[src/rtl/fu_result_buffer_pkg.sv]
// Shared defaults and payload type for the functional-unit result buffers
// that sit between the ALU/branch units and the CDB arbiter.
package fu_result_buffer_pkg;

  localparam int DEF_WIDTH   = 31;
  localparam int DEF_ROB     = 2;
  localparam int DEF_CONTROL = 4;
  localparam int DEF_DEPTH   = 4;
  localparam int DEF_PTR     = 1;

  typedef struct packed {
    logic [DEF_WIDTH:0]   result;
    logic [DEF_ROB:0]     robEntry;
    logic [DEF_WIDTH:0]   targetAddress;
    logic [DEF_CONTROL:0] pcControl;
  } cdb_payload_t;

  // Packed width of one payload entry for a given set of MSB indices.
  function automatic int payload_bits(input int width, input int rob, input int control);
    return 2 * (width + 1) + (rob + 1) + (control + 1);
  endfunction

endpackage

[src/rtl/fu_result_buffer_storage.sv]
// DEPTH-entry payload register file: one synchronous write port and one
// asynchronous read port. Contents are not reset.
module fu_result_buffer_storage #(
  parameter int DW    = 71,
  parameter int DEPTH = 4,
  parameter int PTR   = 1
) (
  input  logic          clk,
  input  logic          we,
  input  logic [PTR:0]  waddr,
  input  logic [DW-1:0] wdata,
  input  logic [PTR:0]  raddr,
  output logic [DW-1:0] rdata
);

  logic [DW-1:0] mem [DEPTH];

  always_ff @(posedge clk) begin
    if (we) begin
      mem[waddr] <= wdata;
    end
  end

  assign rdata = mem[raddr];

endmodule

[src/rtl/fu_result_buffer.sv]
// Result FIFO between one functional unit and the CDB arbiter. The oldest
// entry is presented as a CDB request and popped when the arbiter grants.
module fu_result_buffer
  import fu_result_buffer_pkg::*;
#(
  parameter int WIDTH   = DEF_WIDTH,
  parameter int ROB     = DEF_ROB,
  parameter int CONTROL = DEF_CONTROL,
  parameter int DEPTH   = DEF_DEPTH,
  parameter int PTR     = DEF_PTR
) (
  input  logic             clk,
  input  logic             globalReset,
  input  logic             clear,
  input  logic             validCommit,
  input  logic             inValid,
  input  logic [WIDTH:0]   inResult,
  input  logic [ROB:0]     inRob,
  input  logic [WIDTH:0]   inTarget,
  input  logic [CONTROL:0] inControl,
  output logic             inReady,
  output logic             request,
  output logic [WIDTH:0]   outResult,
  output logic [ROB:0]     outRob,
  output logic [WIDTH:0]   outTarget,
  output logic [CONTROL:0] outControl,
  input  logic             available,
  output logic [PTR+1:0]   count
);

  typedef struct packed {
    logic [WIDTH:0]   result;
    logic [ROB:0]     robEntry;
    logic [WIDTH:0]   targetAddress;
    logic [CONTROL:0] pcControl;
  } payload_t;

  localparam int             PW         = payload_bits(WIDTH, ROB, CONTROL);
  localparam logic [PTR+1:0] FULL_COUNT = (PTR + 2)'(DEPTH);

  payload_t       wrData;
  payload_t       rdData;
  logic [PTR:0]   wrPtr;
  logic [PTR:0]   rdPtr;
  logic [PTR+1:0] cnt;
  logic           push;
  logic           pop;
  logic           flush;

  // Full/empty come from the registered count only, so inReady never
  // depends combinationally on the arbiter's available.
  assign inReady = (cnt != FULL_COUNT);
  assign request = (cnt != '0);
  assign count   = cnt;

  assign push  = inValid & inReady;
  assign pop   = request & available;
  assign flush = clear & validCommit;

  always_comb begin
    wrData               = '0;
    wrData.result        = inResult;
    wrData.robEntry      = inRob;
    wrData.targetAddress = inTarget;
    wrData.pcControl     = inControl;
  end

  assign outResult  = rdData.result;
  assign outRob     = rdData.robEntry;
  assign outTarget  = rdData.targetAddress;
  assign outControl = rdData.pcControl;

  fu_result_buffer_storage #(
    .DW    (PW),
    .DEPTH (DEPTH),
    .PTR   (PTR)
  ) u_storage (
    .clk   (clk),
    .we    (push & ~flush),
    .waddr (wrPtr),
    .wdata (wrData),
    .raddr (rdPtr),
    .rdata (rdData)
  );

  // Flush outranks push and pop; a grant landing in the flush cycle is lost
  // with the squashed entry.
  always_ff @(posedge clk or negedge globalReset) begin
    if (!globalReset) begin
      wrPtr <= '0;
      rdPtr <= '0;
      cnt   <= '0;
    end else if (flush) begin
      wrPtr <= '0;
      rdPtr <= '0;
      cnt   <= '0;
    end else begin
      if (push) begin
        wrPtr <= wrPtr + 1'b1;
      end
      if (pop) begin
        rdPtr <= rdPtr + 1'b1;
      end
      case ({push, pop})
        2'b10:   cnt <= cnt + 1'b1;
        2'b01:   cnt <= cnt - 1'b1;
        default: cnt <= cnt;
      endcase
    end
  end

  a_no_push_when_full : assert property (
    @(posedge clk) disable iff (!globalReset) !(inValid && !inReady));

  a_count_bounded : assert property (
    @(posedge clk) disable iff (!globalReset) cnt <= FULL_COUNT);

endmodule

[config.mk]
export PLATFORM = sky130hd
export DESIGN_NAME = fu_result_buffer
export DESIGN_NICKNAME = d
export VERILOG_FILES = /design/src/rtl/fu_result_buffer_pkg.sv /design/src/rtl/fu_result_buffer_storage.sv /design/src/rtl/fu_result_buffer.sv
export SDC_FILE = /design/constraint.sdc
export NUM_CORES = 1
export LEC_CHECK = 0
export ABC_AREA = 0
export BUFFER_PORTS_ARGS = -buffer_cell sky130_fd_sc_hd__buf_2
export CORE_ASPECT_RATIO = 1.25
export CORE_UTILIZATION = 57
export DETAILED_ROUTE_END_ITERATION = 12
export PLACE_DENSITY = 0.88
export SLEW_MARGIN = 40
export SYNTH_ARGS = -nofsm -noshare
export SYNTH_HDL_FRONTEND = slang
export SYNTH_SLANG_ARGS = --single-unit
[constraint.sdc]
create_clock -name clk -period 3.7 [get_ports clk]
set_input_delay 1.11 -clock clk [delete_from_list [all_inputs] [get_ports clk]]
set_output_delay 1.11 -clock clk [all_outputs]
set_load 0.02 [all_outputs]
Word-level counts from Yosys, hierarchy flattened:

Memories as Yosys holds them, arrays and structs flattened.
Cells that the tools add are included.
W data, S select, Z words.

* add/sub/neg operators: 4
* multiply operators: 0
* div/mod/pow operators: 0
* $lt $le $gt $ge: 0
* equal/unequal tests: 3
* shift-type cells: 0
* multiplexer cells: 8
* bitwise logic cells: 5
* reduce and logical (&&, ||, !) cells: 4

Operator list (number)
* $mux W2: 4
* $pmux W3 S2: 1
* $reduce_bool A3 Y1: 2
* $add A2 B1 Y2 const B: 2
* $and A1 B1 Y1: 4
* $reduce_bool A2 Y1: 2
* $add A3 B1 Y3 const B: 1
* $mux W3: 1
* $ne A3 B3 Y1 const B: 1
* $sub A3 B1 Y3 const B: 1
* $eq A2 B1 Y1 const B: 1
* $eq A2 B2 Y1 const B: 1
* $mux W1: 2
* $not A1 Y1: 1

* register bits: 7
* bits in latches: 0
* bits in writable memories: 288
* ROM bits: 0
* input bits: 78
* output and inout bits: 77
* word-level logic and storage cells: 28
* memories: 1

Memories
* u_storage.mem: words 4, bits a word 72, rd ports 1, clocked after memory_dff 0, wr ports 1, line fu_result_buffer_storage.sv:16 `logic [DW-1:0] mem [DEPTH];`

Depth between registers and ports, before layout:

Gate-level depths: netlist of run 1.

* word-level depth: 5
* mapped depth: 7
* gate-level depth less buffers: 6

Modules after synthesis:

From an unflattened synthesis of run 1, not the netlist that was laid out.

* cells, all modules: 437
* area, all modules: 11039.3 um^2

By module, submodules not included
* fu_result_buffer_storage: instances 1, cells an instance 380, area each 10498.8 um^2
* fu_result_buffer: instances 1, cells an instance 57, area each 540.5 um^2

Worst setup path before layout of run 1:

No wires, ideal clock.

* kind: input to register
* start: input clear
* end: memory u_storage.mem[2][0] (netlist name), enable pin
* library setup time: 438 ps
* arrival time: 3360 ps
* data required time: 3262 ps
* slack: -98 ps
* cell stages on the path: 4
* cell sequence: and2_1 > clkbuf_1 > nor3_1 > and2_1

* longest elaborated chain between the ends: 5

Ends and longest elaborated chain
* start: declaration: line fu_result_buffer.sv:14 `input logic clear,`
* $and A1 B1 Y1: line fu_result_buffer.sv:58 `assign flush = clear & validCommit;`
* $not A1 Y1: line fu_result_buffer.sv:79 `.we (push & ~flush),`
* $and A1 B1 Y1: line fu_result_buffer.sv:79
* $mux W1: line fu_result_buffer_storage.sv:19 `if (we) begin`
* $mux W1 (implied by the code): line fu_result_buffer_storage.sv:20 `mem[waddr] <= wdata;`
* end: declaration: line fu_result_buffer_storage.sv:16

No other way between the ends.

Worst setup path after layout of run 1:

* start: register rdPtr[0]
* end: output outResult[31]

* longest elaborated chain between the ends: 1

Ends and longest elaborated chain
* start: declaration: line fu_result_buffer.sv:44 `logic [PTR:0] rdPtr;`
* start signal: assignment: line fu_result_buffer.sv:102 `rdPtr <= rdPtr + 1'b1;`
* $mem_v2 Z4 W72
* end: declaration: line fu_result_buffer.sv:23 `output logic [WIDTH:0] outResult,`

No other way between the ends.

==> results.json, run 1 <==
{
  "status": "finished clean",
  "globalRouteOverflowTotal": 0,
  "hold_ws_ns": 0.410,
  "worst-path-buf-inv": 2,
  "cell_by_cell_listing_of_the_critical_path": "buf_12 > mux4_2 > buf_2",
  "synth.top_cell.area_share_pct": 78.9,
  "final_core_util_pct": 69.1,
  "relSlewSlack_pct": 61.6,
  "place.detailed.instances": 813,
  "final_cell_count_no_fill": 863,
  "die_area_mm2": 0.0198,
  "worst_ir_drop_on_vdd_mv": 0.600,
  "maximum_clock_frequency_mhz": 297,
  "synthesis.area_per_instance_um2": 24.9,
  "detail_route.vias_per_cell": 5.90,
  "synth-edff-count": 288,
  "design.final.nets": 692,
  "met2_usage_pct": 34.8,
  "final_antenna_net_count": 0,
  "setup.worst_path.start_class": "register",
  "cts.hold.buffers_added": 0,
  "tritoncts": "built",
  "worst_setup_hold_path_clk_slew_ns": 0.06,
  "floorplan.die.height_um": 157,
  "setup_viol": 0,
  "post_detailed_route_drc_marker_count": 0,
  "worst_skew_late_latency_ns": 0.52,
  "vias": 5090,
  "tritoncts_sinks": 295,
  "clock_tree_buffer_depth": 3,
  "synth_warnings": 0,
  "grt.met3_usage_pct": 4.04,
  "fp.dieW_um": 126,
  "synthCells": 440,
  "postRouteWirelength_um": 20200,
  "timing.setup.critical_path_class": "register to primary output",
  "grt.met1_usage_pct": 27.2,
  "global_route.usage.total_pct": 20.8,
  "setup_total_negative_slack_ns": 0,
  "grt_start_max_net_pins": 73,
  "synth.cell_area_mm2": 0.0110,
  "final_max_tran_viols": 0,
  "wl_per_cell_um": 23.4,
  "crit_path_arrival_time_ns": 2.26,
  "seq_total_area_yosys_pct": 80.5,
  "antenna_found_initial": 2,
  "port-buffer-count": 154,
  "min_period_ns": 3.37,
  "post_cts_buffers": 0,
  "grt_first_pass_wirelength_um": 30100,
  "cellLeakagePower_nw": 4.42,
  "place_congestion": 0.784,
  "ys.flop_type": "sky130_fd_sc_hd__edfxtp_1",
  "clk_root_buffer_cell": "sky130_fd_sc_hd__clkbuf_16",
  "synthDominantAreaCellType": "sky130_fd_sc_hd__edfxtp_1",
  "layout-drive-gt1-share_pct": 46.1,
  "count_of_state_elements_after_synthesis": 295,
  "effective_utilization_at_floorplan_pct": 58.3,
  "synth.lib_cells_used.distinct": 33,
  "worst_path_max_delay_cell": "sky130_fd_sc_hd__mux4_2",
  "core.rowCount": 56,
  "hold_path.class": "input port to asynchronous set/reset pin",
  "detailedRoute.firstIterationViolations": 388,
  "final_cycle_utilization_of_the_critical_path_pct": 91.1,
  "hold_violations": 0,
  "crit_fanout": 72,
  "fp.coreArea_mm2": 0.0188,
  "fillerInstances": 1111,
  "synth_async_sr_flop_share_pct": 2.37,
  "rsz0062_at_grt": "no",
  "power_dens_cells_mw_per_mm2": 782,
  "top_level_port_count": 155,
  "synth.net_count": 523,
  "post_cts_resize_count": 0,
  "ys_top_cells_by_area": "sky130_fd_sc_hd__edfxtp_1 79%, sky130_fd_sc_hd__mux4_2 15%, sky130_fd_sc_hd__dfrtp_1 1.6%, sky130_fd_sc_hd__buf_6 0.72%, sky130_fd_sc_hd__buf_2 0.55%",
  "critical-path-max-stage-delay_ns": 0.61,
  "syn_to_final_growth_pct": 18.4,
  "first_global_vias": 5230,
  "mostFrequentLayoutCells": "288 x sky130_fd_sc_hd__edfxtp_1, 154 x sky130_fd_sc_hd__buf_2, 72 x sky130_fd_sc_hd__mux4_2",
  "drv_cap": 0,
  "fin_skew_ns": 0.0100,
  "ctsHtreeMaxLevel": 1,
  "critPathRequiredTime_ns": 2.59,
  "mostFrequentLayoutCell": "sky130_fd_sc_hd__edfxtp_1",
  "detailedRoute.firstPassIterationCount": 4,
  "globalRoute.busiestLayer": "met2",
  "rrSetupSlack_ns": 1.38,
  "number_of_clock_buffers_inserted_by_tritoncts": 26,
  "timing.critical_path.to_type": "primary output",
  "dpl.hpwl_um": 12000,
  "cpLargestDelayFamily": "buffers and inverters",
  "timing_worst_slew_pin_value_ns": 0.576
}
## path summary, 6_finish.rpt
check,start,endpoint,cells after the start
max,rdPtr[0],outResult[31],3
min,globalReset,wrPtr[0],1
max reg2reg,count[1],u_storage.mem[0][11],4
min reg2reg,wrPtr[1],wrPtr[1],2
max in group asynchronous,globalReset,rdPtr[1],1
min in group clk,wrPtr[1],wrPtr[1],2
## final cells by class
| type | instances | area [um2] | area share [%] |
|---|---|---|---|
| antenna | 2 | 5.00 | 0.0386 |
| clock buffer | 28 | 679 | 5.24 |
| clock inverter | 20 | 268 | 2.06 |
| inverter | 5 | 18.8 | 0.145 |
| multi-input combinational | 119 | 1970 | 15.2 |
| sequential | 295 | 8830 | 68.1 |
| tap | 232 | 290 | 2.24 |
| timing repair buffer | 162 | 906 | 6.98 |
## worst register-to-register path, stage by stage (launching register included)
cell,delay (ns)
sky130_fd_sc_hd__dfrtp_1,0.57
sky130_fd_sc_hd__nor3b_2,0.13
sky130_fd_sc_hd__nor3_1,0.44
sky130_fd_sc_hd__and2_4,0.46
sky130_fd_sc_hd__buf_12,0.36
## metal layers
| metal | wire [um] | part of all wire (%) |
|---|---|---|
| met4 | 535 | 2.6 |
| met1 | 7730 | 38 |
| met5 | 0 | 0 |
| met2 | 10500 | 52 |
| met3 | 1400 | 6.9 |
## cells in the mapped netlist (2+ instances only)
master                      instances
sky130_fd_sc_hd__ha_1               4
sky130_fd_sc_hd__o2111ai_1          2
sky130_fd_sc_hd__buf_2             12
sky130_fd_sc_hd__mux4_2            72
sky130_fd_sc_hd__inv_1              5
sky130_fd_sc_hd__nand3_1            2
sky130_fd_sc_hd__and2_1             5
sky130_fd_sc_hd__dfrtp_1            7
sky130_fd_sc_hd__or2_2              3
sky130_fd_sc_hd__o21ai_0            4
sky130_fd_sc_hd__a21oi_1            4
sky130_fd_sc_hd__edfxtp_1         288
sky130_fd_sc_hd__buf_6              7
sky130_fd_sc_hd__nor2_1             5
sky130_fd_sc_hd__xor2_1             2
## flip-flops by register name (all words and copies together) (netlist names)
name,cells
rdPtr,2
count,3
u_storage.mem,288
wrPtr,2
## per-stage QoR
| step | cell area [um2] | worst slack, ns | total power [mW] |
|---|---|---|---|
| finish | 13000 | 0.328 | 10.1 |
| global placement | 12000 | 0.762 | 7.23 |
| global route | 13000 | 0.207 | 10.5 |
| detailed placement | 12000 | 0.650 | 7.32 |
| CTS | 13000 | 0.266 | 10.2 |
| floorplan | 11000 | 0.686 | 6.40 |
## report_power, final
group	switching [mW]	leakage, nW	internal (mW)
registers	0.214	2.71	4.12
clock network	1.17	0.463	1.76
logic	1.68	1.24	1.20
## kinds of logic after synthesis
logic type,count (synthesis),synth area share (%)
mux,73,14.9
xor+xnor,2,0.160
flops,295,80.5
simple gates,21,1.11
fa+ha+maj,5,0.640
buf+inv,26,1.54
compound gates,18,1.11
Note: power is estimated with default switching activity, not from simulation.
==> run 2: changes to the inputs <==
--- a/config.mk
+++ b/config.mk
@@ -6,7 +6,8 @@
 export NUM_CORES = 1
 export LEC_CHECK = 0
 export ABC_AREA = 0
-export BUFFER_PORTS_ARGS = -buffer_cell sky130_fd_sc_hd__buf_2
+export BUFFER_PORTS_ARGS = -buffer_cell sky130_fd_sc_hd__buf_4
+export CAP_MARGIN = 20
 export CORE_ASPECT_RATIO = 1.25
 export CORE_UTILIZATION = 57
 export DETAILED_ROUTE_END_ITERATION = 12
==> constraint.sdc (replaced) <==
create_clock -name clk -period 3.2 [get_ports clk]
set_input_delay 0.96 -clock clk [delete_from_list [all_inputs] [get_ports clk]]
set_output_delay 0.96 -clock clk [all_outputs]
set_load 0.02 [all_outputs]
==> results.json, run 2 (synthesis gave the netlist of run 1 again) <==
{
  "status": "finished clean",
  "global_route.usage.total_pct": 21.0,
  "final_antenna_net_count": 0,
  "clock_tree_buffer_depth": 3,
  "effective_utilization_at_floorplan_pct": 58.3,
  "floorplan.die.height_um": 157,
  "largest_register_ffs": 288,
  "cellLeakagePower_nw": 4.55,
  "number_of_clock_buffers_inserted_by_tritoncts": 26,
  "fin_skew_ns": 0.00928,
  "rrSetupSlack_ns": 0.93,
  "combined_area_of_the_multi_input_logic_cells_mm2": 0.00197,
  "clock_power_share_pct": 25.6,
  "globalRouteOverflowTotal": 0,
  "top_level_port_count": 155,
  "vias": 5119,
  "mostFrequentLayoutCell": "sky130_fd_sc_hd__edfxtp_1",
  "crit_fanout": 39,
  "detail_route.vias_per_cell": 5.89,
  "postRouteWirelength_um": 20800,
  "postLayoutSetupSlackWorst_ns": 0.121,
  "hold_path.class": "input port to asynchronous set/reset pin",
  "layout.area.seq_mm2": 0.00883,
  "fp.coreArea_mm2": 0.0188,
  "mostFrequentLayoutCells": "288 x sky130_fd_sc_hd__edfxtp_1, 159 x sky130_fd_sc_hd__buf_4, 72 x sky130_fd_sc_hd__mux4_2",
  "design.final.nets": 699,
  "netSwitchingPower_mw": 3.54,
  "wl_per_cell_um": 24.0,
  "min_period_ns": 3.08,
  "final_max_tran_viols": 0,
  "port-buffer-count": 154,
  "core.rowCount": 56,
  "setup_total_negative_slack_ns": 0,
  "die_area_mm2": 0.0198,
  "timing.setup.critical_path_class": "register to primary output",
  "place_worst_setup_slack_ns": 0.358,
  "worst_setup_hold_path_clk_slew_ns": 0.06,
  "drv_cap": 0,
  "timing.critical_path.to_type": "primary output",
  "worst_ir_drop_on_vdd_mv": 0.598,
  "place_congestion": 0.775,
  "regMostFlops": "u_storage.mem",
  "power_report.internal_total_mw": 8.35,
  "antenna_found_initial": 1,
  "power.sequential.fraction_pct": 42.2,
  "grt_start_max_net_pins": 60,
  "crit_path_arrival_time_ns": 2.12,
  "critPathRequiredTime_ns": 2.24,
  "tritoncts_sinks": 295,
  "ctsHtreeMaxLevel": 1,
  "maximum_clock_frequency_mhz": 325,
  "fillerInstances": 1079,
  "fp.dieW_um": 126,
  "cts.hold.buffers_added": 0,
  "hold_ws_ns": 0.238,
  "clk_root_buffer_cell": "sky130_fd_sc_hd__clkbuf_16",
  "setup.worst_path.start_class": "register",
  "rsz0062_at_grt": "no",
  "relSlewSlack_pct": 67.8,
  "tritoncts": "built",
  "syn_to_final_growth_pct": 22.0,
  "dpl.hpwl_um": 12900,
  "layout-drive-gt1-share_pct": 45.1,
  "setup_viol": 0,
  "worst_skew_late_latency_ns": 0.52,
  "detailedRoute.firstPassIterationCount": 5,
  "power.share.combinational_pct": 32.2,
  "timing_worst_slew_pin_value_ns": 0.483,
  "power.share.switching_pct": 29.8,
  "grt_first_pass_wirelength_um": 30500,
  "hold_violations": 0,
  "detailedRoute.firstIterationViolations": 409,
  "power_dens_cells_mw_per_mm2": 889,
  "final_cycle_utilization_of_the_critical_path_pct": 96.2,
  "post_detailed_route_drc_marker_count": 0,
  "first_global_vias": 5320
}
-- run 2: metal layers --
metal	up-vias	routed length, um	track usage, %
met5	-	0	0
met4	0	458	6.20
met3	35	1300	4.21
met2	201	11500	37.7
met1	2654	7540	25.8
li1	2229	-	-
-- run 2: critical path, stage by stage, from the launching register on --
cell and delay, ns:
sky130_fd_sc_hd__dfrtp_4 0.70, sky130_fd_sc_hd__buf_12 0.30, sky130_fd_sc_hd__mux4_2 0.38, sky130_fd_sc_hd__buf_4 0.18
-- run 2: what timing repair did --
| item | 4_1_cts | 5_1_grt |
|---|---|---|
| resized for setup | 0 | 1 |
| setup buffers | 0 | 0 |
| setup endpoints to repair | 0 | 9 |
-- run 2: path summary, 6_finish.rpt --
path,from,end,cells after the start
max,rdPtr[1],outTarget[28],3
min,globalReset,wrPtr[1],1
max reg2reg,count[0],u_storage.mem[0][6],4
min reg2reg,wrPtr[1],wrPtr[1],2
max in group asynchronous,globalReset,rdPtr[0],1
min in group clk,wrPtr[1],wrPtr[1],2
-- run 2: through the flow --
step | util (%) | total power [mW] | std cells | instance area, um2
5_1_grt | 71.2 | 12.3 | 868 | 13400
3_3_place_gp | 66.5 | 8.77 | 819 | 12500
4_1_cts | 71.0 | 11.9 | 867 | 13300
3_5_place_dp | 66.5 | 8.89 | 819 | 12500
6_report | 71.2 | 11.9 | 869 | 13400
2_1_floorplan | - | 7.40 | 440 | 11000
-- run 2: power by group through the flow --
stage	combinational, mW	clock (mW)	sequential [mW]
after global routing	4.02	3.23	5.05
final	3.82	3.05	5.01
after floorplan	2.45	0	4.95
after detailed placement	3.82	0	5.08
after global placement	3.74	0	5.03
after CTS	3.84	3.09	5.01
-- run 2: layout make-up --
type / instances / share of cell area [%]
diodes: 1 / 0.0187
clock buffers: 32 / 5.20
clock inverters: 16 / 1.10
inverters: 5 / 0.140
multi-input cells: 119 / 14.8
flip-flops and latches: 295 / 66.1
well taps: 232 / 2.17
repair buffers: 169 / 10.5
==> run 3: changes to the inputs <==
--- a/config.mk
+++ b/config.mk
@@ -9,9 +9,9 @@
 export BUFFER_PORTS_ARGS = -buffer_cell sky130_fd_sc_hd__buf_4
 export CAP_MARGIN = 20
 export CORE_ASPECT_RATIO = 1.25
-export CORE_UTILIZATION = 57
+export CORE_UTILIZATION = 35
 export DETAILED_ROUTE_END_ITERATION = 12
-export PLACE_DENSITY = 0.88
+export PLACE_DENSITY = 0.62
 export SLEW_MARGIN = 40
 export SYNTH_ARGS = -nofsm -noshare
 export SYNTH_HDL_FRONTEND = slang
==> results.json, run 3 (synthesis gave the netlist of run 1 again) <==
{
  "worst_path_max_delay_cell": "sky130_fd_sc_hd__mux4_2",
  "cellLeakagePower_nw": 4.58,
  "relSlewSlack_pct": 70.7,
  "die_area_mm2": 0.0320,
  "core.rowCount": 72,
  "design.final.nets": 701,
  "worst_r2r_startpoint": "count[1]",
  "tritoncts_sinks": 295,
  "min_period_ns": 3.09,
  "dpl.hpwl_um": 13400,
  "detailedRoute.firstIterationViolations": 233,
  "place.detailed.instances": 995,
  "status": "finished clean",
  "floorplan.die.height_um": 200,
  "mostFrequentLayoutCell": "sky130_fd_sc_hd__edfxtp_1",
  "place_worst_setup_slack_ns": 0.413,
  "final_core_util_pct": 44.1,
  "netSwitchingPower_mw": 3.59,
  "post_detailed_route_drc_marker_count": 0,
  "fp.coreArea_mm2": 0.0309,
  "largest_register_ffs": 288,
  "power_report.internal_total_mw": 8.46,
  "global_route.usage.total_pct": 13.5,
  "final_max_tran_viols": 0,
  "clock_power_share_pct": 26.8,
  "fillerInstances": 2614,
  "top_level_port_count": 155,
  "effective_utilization_at_floorplan_pct": 35.5,
  "timing_worst_slew_pin_value_ns": 0.436,
  "setup.worst_path.start_class": "register",
  "insertedDiodeCount": 0,
  "setup_total_negative_slack_ns": 0,
  "final_cell_area_mm2": 0.0136,
  "crit_path_arrival_time_ns": 2.13,
  "power.share.combinational_pct": 31.8,
  "detail_route.vias_per_cell": 4.84,
  "rrSetupSlack_ns": 1.03,
  "worst_skew_late_latency_ns": 0.54,
  "crit_fanout": 49,
  "detailedRoute.firstPassIterationCount": 4,
  "ctsHtreeMaxLevel": 1,
  "wl_per_cell_um": 20.6,
  "worst_setup_hold_path_clk_slew_ns": 0.06,
  "port-buffer-count": 154,
  "place_congestion": 0.719,
  "antenna_found_initial": 2,
  "syn_to_final_growth_pct": 24.4,
  "rsz0062_at_grt": "no",
  "hold_violations": 0,
  "layout.area.seq_mm2": 0.00883,
  "power.sequential.fraction_pct": 41.4,
  "grt_start_max_net_pins": 52,
  "grt_first_pass_wirelength_um": 32600,
  "final_antenna_net_count": 0,
  "cts.hold.buffers_added": 0,
  "maximum_clock_frequency_mhz": 324,
  "mostFrequentLayoutCells": "288 x sky130_fd_sc_hd__edfxtp_1, 158 x sky130_fd_sc_hd__buf_4, 72 x sky130_fd_sc_hd__mux4_2",
  "regMostFlops": "u_storage.mem",
  "clock_tree_buffer_depth": 3,
  "tritoncts": "built",
  "post_cts_buffers": 0,
  "r2r_cells": 4,
  "critPathRequiredTime_ns": 2.24,
  "hold_ws_ns": 0.224,
  "final_cell_count_no_fill": 1046,
  "vias": 5065,
  "cell_by_cell_listing_of_the_critical_path": "buf_16 > mux4_2 > buf_4",
  "setup_viol": 0,
  "timing.critical_path.to_type": "primary output",
  "drv_cap": 0,
  "timing.setup.critical_path_class": "register to primary output",
  "postRouteWirelength_um": 21600,
  "fin_skew_ns": 0.00726,
  "globalRouteOverflowTotal": 0,
  "first_global_vias": 5617,
  "hold_path.class": "input port to asynchronous set/reset pin",
  "postLayoutSetupSlackWorst_ns": 0.114,
  "clk_root_buffer_cell": "sky130_fd_sc_hd__clkbuf_16",
  "worst_ir_drop_on_vdd_mv": 0.510,
  "final_cycle_utilization_of_the_critical_path_pct": 96.4,
  "power.share.switching_pct": 29.8,
  "p_total_mw": 12.0,
  "critical-path-max-stage-delay_ns": 0.60,
  "layout-drive-gt1-share_pct": 45.5,
  "number_of_clock_buffers_inserted_by_tritoncts": 28,
  "placed_cell_area_mm2": 0.0127,
  "fp.dieW_um": 160,
  "critical_path.reg2reg.endpoint": "u_storage.mem[1][26]",
  "power_dens_cells_mw_per_mm2": 884,
  "combined_area_of_the_multi_input_logic_cells_mm2": 0.00197
}
## run 3: cell type report
type	instances	area share (%)
timing repair buffer	169	10.2
multi-input combinational	119	14.5
clock buffer	34	5.46
inverter	5	0.138
clock inverter	17	1.14
tap	407	3.74
sequential	295	64.8
## run 3: worst max-delay path by stage
stage	slack (ns)	cells after the start	endpoint	startpoint
3_5_place_dp	0.41	5	u_storage.mem[1][15]	clear
2_1_floorplan	0.34	4	u_storage.mem[0][0]	clear
5_1_grt	0.005	3	outTarget[15]	rdPtr[0]
3_3_place_gp	0.46	5	u_storage.mem[1][50]	clear
4_1_cts	0.02	3	outControl[0]	rdPtr[0]
6_report	0.11	3	outTarget[12]	rdPtr[0]
## run 3: per-layer routing
metal	global-route usage (%)	vias to the layer above	wire (um)
met5	0	-	27
met4	4.62	4	475
met3	2.83	36	1170
met2	24.5	152	11400
met1	15.9	2646	8430
li1	-	2227	-
## run 3: power by group through the flow
stage                     clock network, mW  registers [mW]  logic [mW]
final                                  3.23            4.98        3.83
after global routing                   3.46            5.03        4.09
after CTS                              3.33            4.99        3.93
after detailed placement                  0            5.07        3.92
after global placement                    0            5.03        3.86
after floorplan                           0            4.95        2.45
## run 3: repair_timing
item | CTS | global route
gates resized for setup | 1 | 2
hold endpoints to repair | 0 | 0
endpoints found under the setup margin | 18 | 4
## run 3: worst max-delay path: cells and delay by family (launching register included)
kind                   cells  cell delay (ns)
flip-flops                 1             0.44
buffers and inverters      2             0.52
multiplexers               1             0.60
